$ cat src/rtl/mdu_pkg.sv
// mdu_pkg: shared types for the sequential multiply/divide unit.
//   mdu_op_e    - MDUctrl operation encoding
//   mdu_state_e - control FSM states (IDLE -> RUN -> FIX -> IDLE)
// The helper functions give operand signedness and the op class for an encoding.
package mdu_pkg;

  typedef enum logic [2:0] {
    OP_MUL    = 3'b000,
    OP_MULH   = 3'b001,
    OP_MULHSU = 3'b010,
    OP_MULHU  = 3'b011,
    OP_DIV    = 3'b100,
    OP_DIVU   = 3'b101,
    OP_REM    = 3'b110,
    OP_REMU   = 3'b111
  } mdu_op_e;

  typedef enum logic [1:0] {
    ST_IDLE = 2'd0,
    ST_RUN  = 2'd1,
    ST_FIX  = 2'd2
  } mdu_state_e;

  function automatic logic op1_signed(input mdu_op_e op);
    return op inside {OP_MULH, OP_MULHSU, OP_DIV, OP_REM};
  endfunction

  function automatic logic op2_signed(input mdu_op_e op);
    return op inside {OP_MULH, OP_DIV, OP_REM};
  endfunction

  function automatic logic is_div(input mdu_op_e op);
    return op[2];
  endfunction

endpackage

$ cat src/rtl/mdu_div.sv
// mdu_div: one restoring-division step on unsigned magnitudes (combinational).
// Only compiled when MDU_DIV_EN is defined.
//   rem     - partial remainder (always < dvs)
//   quo     - dividend bits still to shift in / quotient bits shifted out
//   dvs     - divisor magnitude
//   rem_nxt - partial remainder after this step
//   quo_nxt - quo shifted left with the new quotient bit in bit 0
`ifdef MDU_DIV_EN
module mdu_div #(
  parameter int DATA_WIDTH = 32
) (
  input  logic [DATA_WIDTH-1:0] rem,
  input  logic [DATA_WIDTH-1:0] quo,
  input  logic [DATA_WIDTH-1:0] dvs,
  output logic [DATA_WIDTH-1:0] rem_nxt,
  output logic [DATA_WIDTH-1:0] quo_nxt
);

  logic [DATA_WIDTH:0] shifted;
  logic [DATA_WIDTH:0] diff;

  always_comb begin
    shifted = {rem, quo[DATA_WIDTH-1]};
    diff    = shifted - {1'b0, dvs};
    // shifted < 2*dvs, so diff's top bit is its sign: set means "restore".
    if (!diff[DATA_WIDTH]) begin
      rem_nxt = diff[DATA_WIDTH-1:0];
      quo_nxt = {quo[DATA_WIDTH-2:0], 1'b1};
    end else begin
      rem_nxt = shifted[DATA_WIDTH-1:0];
      quo_nxt = {quo[DATA_WIDTH-2:0], 1'b0};
    end
  end

endmodule
`endif

$ cat src/rtl/mdu_seq.sv
// mdu_seq: sequential RV-style multiply/divide unit, one bit per cycle.
// Divide hardware is present only when MDU_DIV_EN is defined; otherwise the
// divide/remainder ops complete one cycle after start with MDUout = 0.
//   clk, rst_n - rising-edge clock, asynchronous active-low reset
//   start      - request, sampled only in IDLE
//   MDUctrl    - operation (see mdu_pkg::mdu_op_e)
//   MDUop1/2   - rs1 / rs2 operands
//   busy       - high while an op is in flight
//   done       - one-cycle pulse when MDUout is updated
//   MDUout     - registered result, held until the next done
module mdu_seq #(
  parameter int DATA_WIDTH = 32
) (
  input  logic                  clk,
  input  logic                  rst_n,
  input  logic                  start,
  input  logic [2:0]            MDUctrl,
  input  logic [DATA_WIDTH-1:0] MDUop1,
  input  logic [DATA_WIDTH-1:0] MDUop2,
  output logic                  busy,
  output logic                  done,
  output logic [DATA_WIDTH-1:0] MDUout
);

  import mdu_pkg::*;

  localparam int W  = DATA_WIDTH;
  localparam int CW = $clog2(DATA_WIDTH);

  mdu_state_e     state;
  mdu_op_e        op;
  logic [CW-1:0]  cnt;
  logic [2*W-1:0] acc;      // multiply: product/multiplier; divide: {rem, quo}
  logic [W-1:0]   opb;      // multiplicand or divisor magnitude
  logic           neg_res;  // product / quotient must be negated in FIX
  logic           bypass;   // acc[W-1:0] already holds the final result
`ifdef MDU_DIV_EN
  logic           neg_rem;
`endif

  // Request decode (only meaningful in IDLE).
  mdu_op_e        req_op;
  logic           neg1, neg2, req_bypass;
  logic [W-1:0]   mag1, mag2, spec_res;

  assign req_op = mdu_op_e'(MDUctrl);

  always_comb begin
    neg1 = op1_signed(req_op) & MDUop1[W-1];
    neg2 = op2_signed(req_op) & MDUop2[W-1];
    mag1 = neg1 ? -MDUop1 : MDUop1;
    mag2 = neg2 ? -MDUop2 : MDUop2;
`ifdef MDU_DIV_EN
    spec_res   = '0;
    req_bypass = 1'b0;
    if (is_div(req_op)) begin
      if (MDUop2 == '0) begin
        req_bypass = 1'b1;
        spec_res   = (req_op inside {OP_DIV, OP_DIVU}) ? '1 : MDUop1;
      end else if ((req_op inside {OP_DIV, OP_REM}) &&
                   (MDUop1 == {1'b1, {(W-1){1'b0}}}) && (MDUop2 == '1)) begin
        req_bypass = 1'b1;
        spec_res   = (req_op == OP_DIV) ? MDUop1 : '0;
      end
    end
`else
    spec_res   = '0;
    req_bypass = is_div(req_op);
`endif
  end

  // Shift-add multiply step: add multiplicand into the top half, shift right.
  logic [W:0]     mul_sum;
  logic [2*W-1:0] mul_nxt;

  always_comb begin
    mul_sum = {1'b0, acc[2*W-1:W]} + (acc[0] ? {1'b0, opb} : '0);
    mul_nxt = {mul_sum, acc[W-1:1]};
  end

`ifdef MDU_DIV_EN
  logic [W-1:0] div_rem, div_quo;

  mdu_div #(
    .DATA_WIDTH (W)
  ) u_div (
    .rem     (acc[2*W-1:W]),
    .quo     (acc[W-1:0]),
    .dvs     (opb),
    .rem_nxt (div_rem),
    .quo_nxt (div_quo)
  );
`endif

  // Sign correction and result selection.
  logic [2*W-1:0] prod;
  logic [W-1:0]   fix_res;

  always_comb begin
    prod    = neg_res ? -acc : acc;
    fix_res = '0;
    if (bypass) begin
      fix_res = acc[W-1:0];
    end else if (!is_div(op)) begin
      fix_res = (op == OP_MUL) ? prod[W-1:0] : prod[2*W-1:W];
    end
`ifdef MDU_DIV_EN
    else if (op[1]) begin
      fix_res = neg_rem ? -acc[2*W-1:W] : acc[2*W-1:W];
    end else begin
      fix_res = neg_res ? -acc[W-1:0] : acc[W-1:0];
    end
`endif
  end

  always_ff @(posedge clk or negedge rst_n) begin
    if (!rst_n) begin
      state   <= ST_IDLE;
      op      <= OP_MUL;
      cnt     <= '0;
      acc     <= '0;
      opb     <= '0;
      neg_res <= 1'b0;
      bypass  <= 1'b0;
`ifdef MDU_DIV_EN
      neg_rem <= 1'b0;
`endif
      busy    <= 1'b0;
      done    <= 1'b0;
      MDUout  <= '0;
    end else begin
      done <= 1'b0;
      case (state)
        ST_IDLE: begin
          if (start) begin
            op      <= req_op;
            neg_res <= neg1 ^ neg2;
`ifdef MDU_DIV_EN
            neg_rem <= neg1;
`endif
            cnt     <= '0;
            busy    <= 1'b1;
            bypass  <= req_bypass;
            if (req_bypass) begin
              acc   <= {{W{1'b0}}, spec_res};
              opb   <= '0;
              state <= ST_FIX;
            end else begin
              // Divide shifts the dividend out of acc; multiply shifts the multiplier.
              acc   <= {{W{1'b0}}, is_div(req_op) ? mag1 : mag2};
              opb   <= is_div(req_op) ? mag2 : mag1;
              state <= ST_RUN;
            end
          end
        end
        ST_RUN: begin
`ifdef MDU_DIV_EN
          acc <= is_div(op) ? {div_rem, div_quo} : mul_nxt;
`else
          acc <= mul_nxt;
`endif
          cnt <= cnt + 1'b1;
          if (cnt == CW'(W - 1)) state <= ST_FIX;
        end
        ST_FIX: begin
          MDUout <= fix_res;
          done   <= 1'b1;
          busy   <= 1'b0;
          cnt    <= '0;
          state  <= ST_IDLE;
        end
        default: state <= ST_IDLE;
      endcase
    end
  end

endmodule

$ cat config.mk
export PLATFORM = sky130hd
export DESIGN_NAME = mdu_seq
export DESIGN_NICKNAME = d
export VERILOG_FILES = /design/src/rtl/mdu_pkg.sv /design/src/rtl/mdu_div.sv /design/src/rtl/mdu_seq.sv
export SDC_FILE = /design/constraint.sdc
export NUM_CORES = 1
export LEC_CHECK = 0
export ABC_AREA = 0
export BUFFER_PORTS_ARGS = -buffer_cell sky130_fd_sc_hd__buf_4
export CORE_UTILIZATION = 35
export DETAILED_ROUTE_END_ITERATION = 6
export PLACE_DENSITY = 0.53
export SYNTH_ARGS = -nofsm -noshare
export SYNTH_HDL_FRONTEND = slang
export SYNTH_SLANG_ARGS = --single-unit
export TNS_END_PERCENT = 10
$ cat constraint.sdc
create_clock -name clk -period 7.1 [get_ports clk]
set_clock_uncertainty 0.15 [all_clocks]
set_input_delay 0.355 -clock clk [delete_from_list [all_inputs] [get_ports clk]]
set_output_delay 0.355 -clock clk [all_outputs]
set_load 0.05 [all_outputs]
==> results.sh <==
export IMPL_status="finished with violations"
export IMPL_fin_crit_ns=3.95
export IMPL_grt_pass1_vias=9882
export IMPL_multi_input_area_mm2=0.00687
export IMPL_portBuffers=103
export IMPL_cts_root_buf="clkbuf_16"
export IMPL_p_sw_w=0.00301
export IMPL_grt_total_usage_pct=23.7
export IMPL_worstSetupEndpointType="flip-flop"
export IMPL_diodes=0
export IMPL_clkPwrFrac_pct=15.1
export IMPL_synthArstFlopShare_pct=100
export IMPL_p_per_area_mw_per_mm2=467
export IMPL_switching_share_pct=51.8
export IMPL_critPathRequiredTime_ns=7.31
export IMPL_drtAntennaViolNets=0
export IMPL_worstSetupStartpointType="flip-flop"
export IMPL_cell_internal_pwr_w=0.00280
export IMPL_hp_class="in -> reg"
export IMPL_hold_depth=2
export IMPL_path_clk_slew_ns=0.07
export IMPL_slew_violations=0
export IMPL_placementRows=64
export IMPL_cts_resized=0
export IMPL_drc=1
export IMPL_peakVddDrop_mv=0.205
export IMPL_num_vias=10600
export IMPL_cp_data_arrival_time_ns=4.16
export IMPL_p_leak_nw=5.10
export IMPL_wl_um=36700
export IMPL_core_area_mm2=0.0305
export IMPL_chipHeight_um=178
export IMPL_setup_viol=0
export IMPL_dp_hpwl_um=27300
export IMPL_grt_ovfl_total=0
export IMPL_final_common_cell="nand2_1"
export IMPL_die_w_um=178
export IMPL_antenna_found_initial=1
export IMPL_h_tree_depth=4
export IMPL_violations="design-rule violations"
export IMPL_grt_pass1_wl_um=57100
export IMPL_initial_core_util_pct=35.5
export IMPL_drt_initial_drc_count=998
export IMPL_grt_max_degree=87
export IMPL_dp_cells=1810
export IMPL_mostFrequentLayoutCells="nand2_1, o21ai_0, dfrtp_1"
export IMPL_reg2reg_depth=10
export IMPL_slew_headroom_pct=22.1
export IMPL_synth_warning_count=0
export IMPL_crit_fanout=36
export IMPL_synth_seq_area_share_pct=32.6
export IMPL_layout_nets=1542
export IMPL_syn2layout_area_growth_pct=14.8
export IMPL_yosys_most_used_dff="dfrtp_1"
export IMPL_synth_seq_cells=141
export IMPL_wire_per_inst_um=19.9
export IMPL_cts_tree="done"
export IMPL_clk_path_buf_depth=2
export IMPL_cts_sinks=141
export IMPL_syn_cell_area_mm2=0.0108
export IMPL_syn_nets=1496
export IMPL_synth_edff_count=0
export IMPL_cap_viol_max_count=0
export IMPL_gp_congestion=0.913
export IMPL_syn_area_per_cell_um2=7.80
export IMPL_setup_tns_ns=0
export IMPL_power_w=0.00580
export IMPL_pwr_share_comb_pct=55.0
export IMPL_ys_types=66
export IMPL_layout_drive_gt1_share_pct=12.2
export IMPL_numCtsBuffers=17
export IMPL_rsz0062_at_grt="no"
export IMPL_firstDrtPassIters=7
export IMPL_die_area_mm2=0.0316
export IMPL_worst_slew_pin_slew_ns=1.17
export IMPL_regArea_mm2=0.00353
export IMPL_instances_no_fill=1843
export IMPL_fillCellCount=3129
export IMPL_top_level_ports=104
export IMPL_fmax_ghz=0.253
export IMPL_final_util_pct=40.7
export IMPL_path_class="reg -> reg"
export IMPL_viasPerCell=5.77
export IMPL_r2r_setup_slack_ns=3.15
export IMPL_hold_viol_final=0
export IMPL_clock_latency_ns=0.45
export IMPL_postSynthCellCount=1388
export IMPL_seqPwrFrac_pct=29.9
export IMPL_min_period_over_period_pct=55.6
## final cells by class
| class | instances | area share (%) |
|---|---|---|
| Multi-Input combinational cell | 1131 | 55.3 |
| Sequential cell | 141 | 28.4 |
| Timing Repair Buffer | 115 | 7.00 |
| Tap cell | 396 | 3.99 |
| Clock buffer | 20 | 3.68 |
| Inverter | 28 | 0.846 |
| Clock inverter | 12 | 0.786 |
## final timing paths
check                           start         end
setup / recovery               acc[0]  MDUout[16]
hold / removal             MDUctrl[1]       op[1]
setup reg to reg               acc[0]  MDUout[16]
hold reg to reg             MDUout[1]   MDUout[1]
max in group asynchronous       rst_n     acc[52]
min in group asynchronous       rst_n      acc[7]
## sequential cells by signal (all words and copies together) (netlist names)
signal,flops
neg_res,1
done,1
op,3
MDUout,32
state,2
opb,32
cnt,5
busy,1
acc,64
## synthesized netlist by cell type, drive strengths merged, types with 7 or more instances
cell type	number	area, µm²
a211oi	10	75.1
a21o	13	97.6
a21oi	120	601
a22oi	15	113
a31oi	19	119
and2	36	225
and3	7	43.8
buf	9	42.5
clkbuf	79	297
dfrtp	141	3530
ha	37	463
inv	28	105
mux2i	8	80.1
nand2	173	649
nand2b	9	56.3
nand3	28	140
nand4	20	125
nor2	115	432
nor3	39	195
nor4	16	106
o211ai	11	82.6
o21a	12	90.1
o21ai	163	820
o21bai	7	52.6
o22ai	10	62.6
o31ai	29	218
o41ai	14	130
or2	8	50.1
or3	18	118
or4	16	131
xnor2	70	613
xor2	38	333
## per-stage QoR
stage	setup slack [ns]	cell area, µm²	hold WS [ns]
final	3.15	12400	0.00755
after global routing	2.80	12400	0.00820
after CTS	3.14	12400	0.00342
after detailed placement	3.15	11900	0.314
after global placement	3.22	11900	0.302
after floorplan	3.83	10800	-0.0906
## kinds of logic (layout without fill, tap and decap cells)
kind of cell             Yosys count  after routing  synth area share [%]
AND/OR/NAND/NOR                  501            501                  22.2
multiplexers                      13             13                  1.26
XOR/XNOR                         108            108                  8.74
AO/OA/AOI/OAI                    471            471                  26.7
adder cells (fa/ha/maj)           38             38                  4.46
flip-flops                       141            141                  32.6
buffers and inverters            116            175                  4.10
## layer usage
| metal | vias up | GRT usage [%] | routed length (µm) |
|---|---|---|---|
| met5 | - | 0 | 0 |
| met4 | 0 | 6.34 | 709 |
| met3 | 45 | 4.22 | 2370 |
| met2 | 357 | 34.9 | 15600 |
| met1 | 5072 | 35.0 | 18000 |
| li1 | 5163 | - | - |
## critical path, cell delays in order (launching register included)
cell	delay, ns
dfrtp_1	0.72
inv_1	0.26
ha_1	0.30
nor4b_1	0.26
nand4_1	0.37
or4_1	0.82
or2_2	0.36
o21ai_0	0.20
xnor2_1	0.18
nand2_1	0.09
a31oi_1	0.16
## timing repair
action / 4_1_cts / 5_1_grt
endpoints found under the setup margin: 0 / 0
hold endpoints to repair: 85 / 0
buffers inserted: 0 / 0
hold buffers: 1 / 0
## power by group through the flow
stage / logic (W) / registers, W / clock network (W)
3_3_place_gp: 0.00315 / 0.00173 / 0
5_1_grt: 0.00351 / 0.00179 / 0.000925
4_1_cts: 0.00317 / 0.00173 / 0.000886
3_5_place_dp: 0.00316 / 0.00174 / 0
6_report: 0.00319 / 0.00174 / 0.000876
2_1_floorplan: 0.00211 / 0.00175 / 0
No activity file was read; power rests on OpenSTA's default activity.
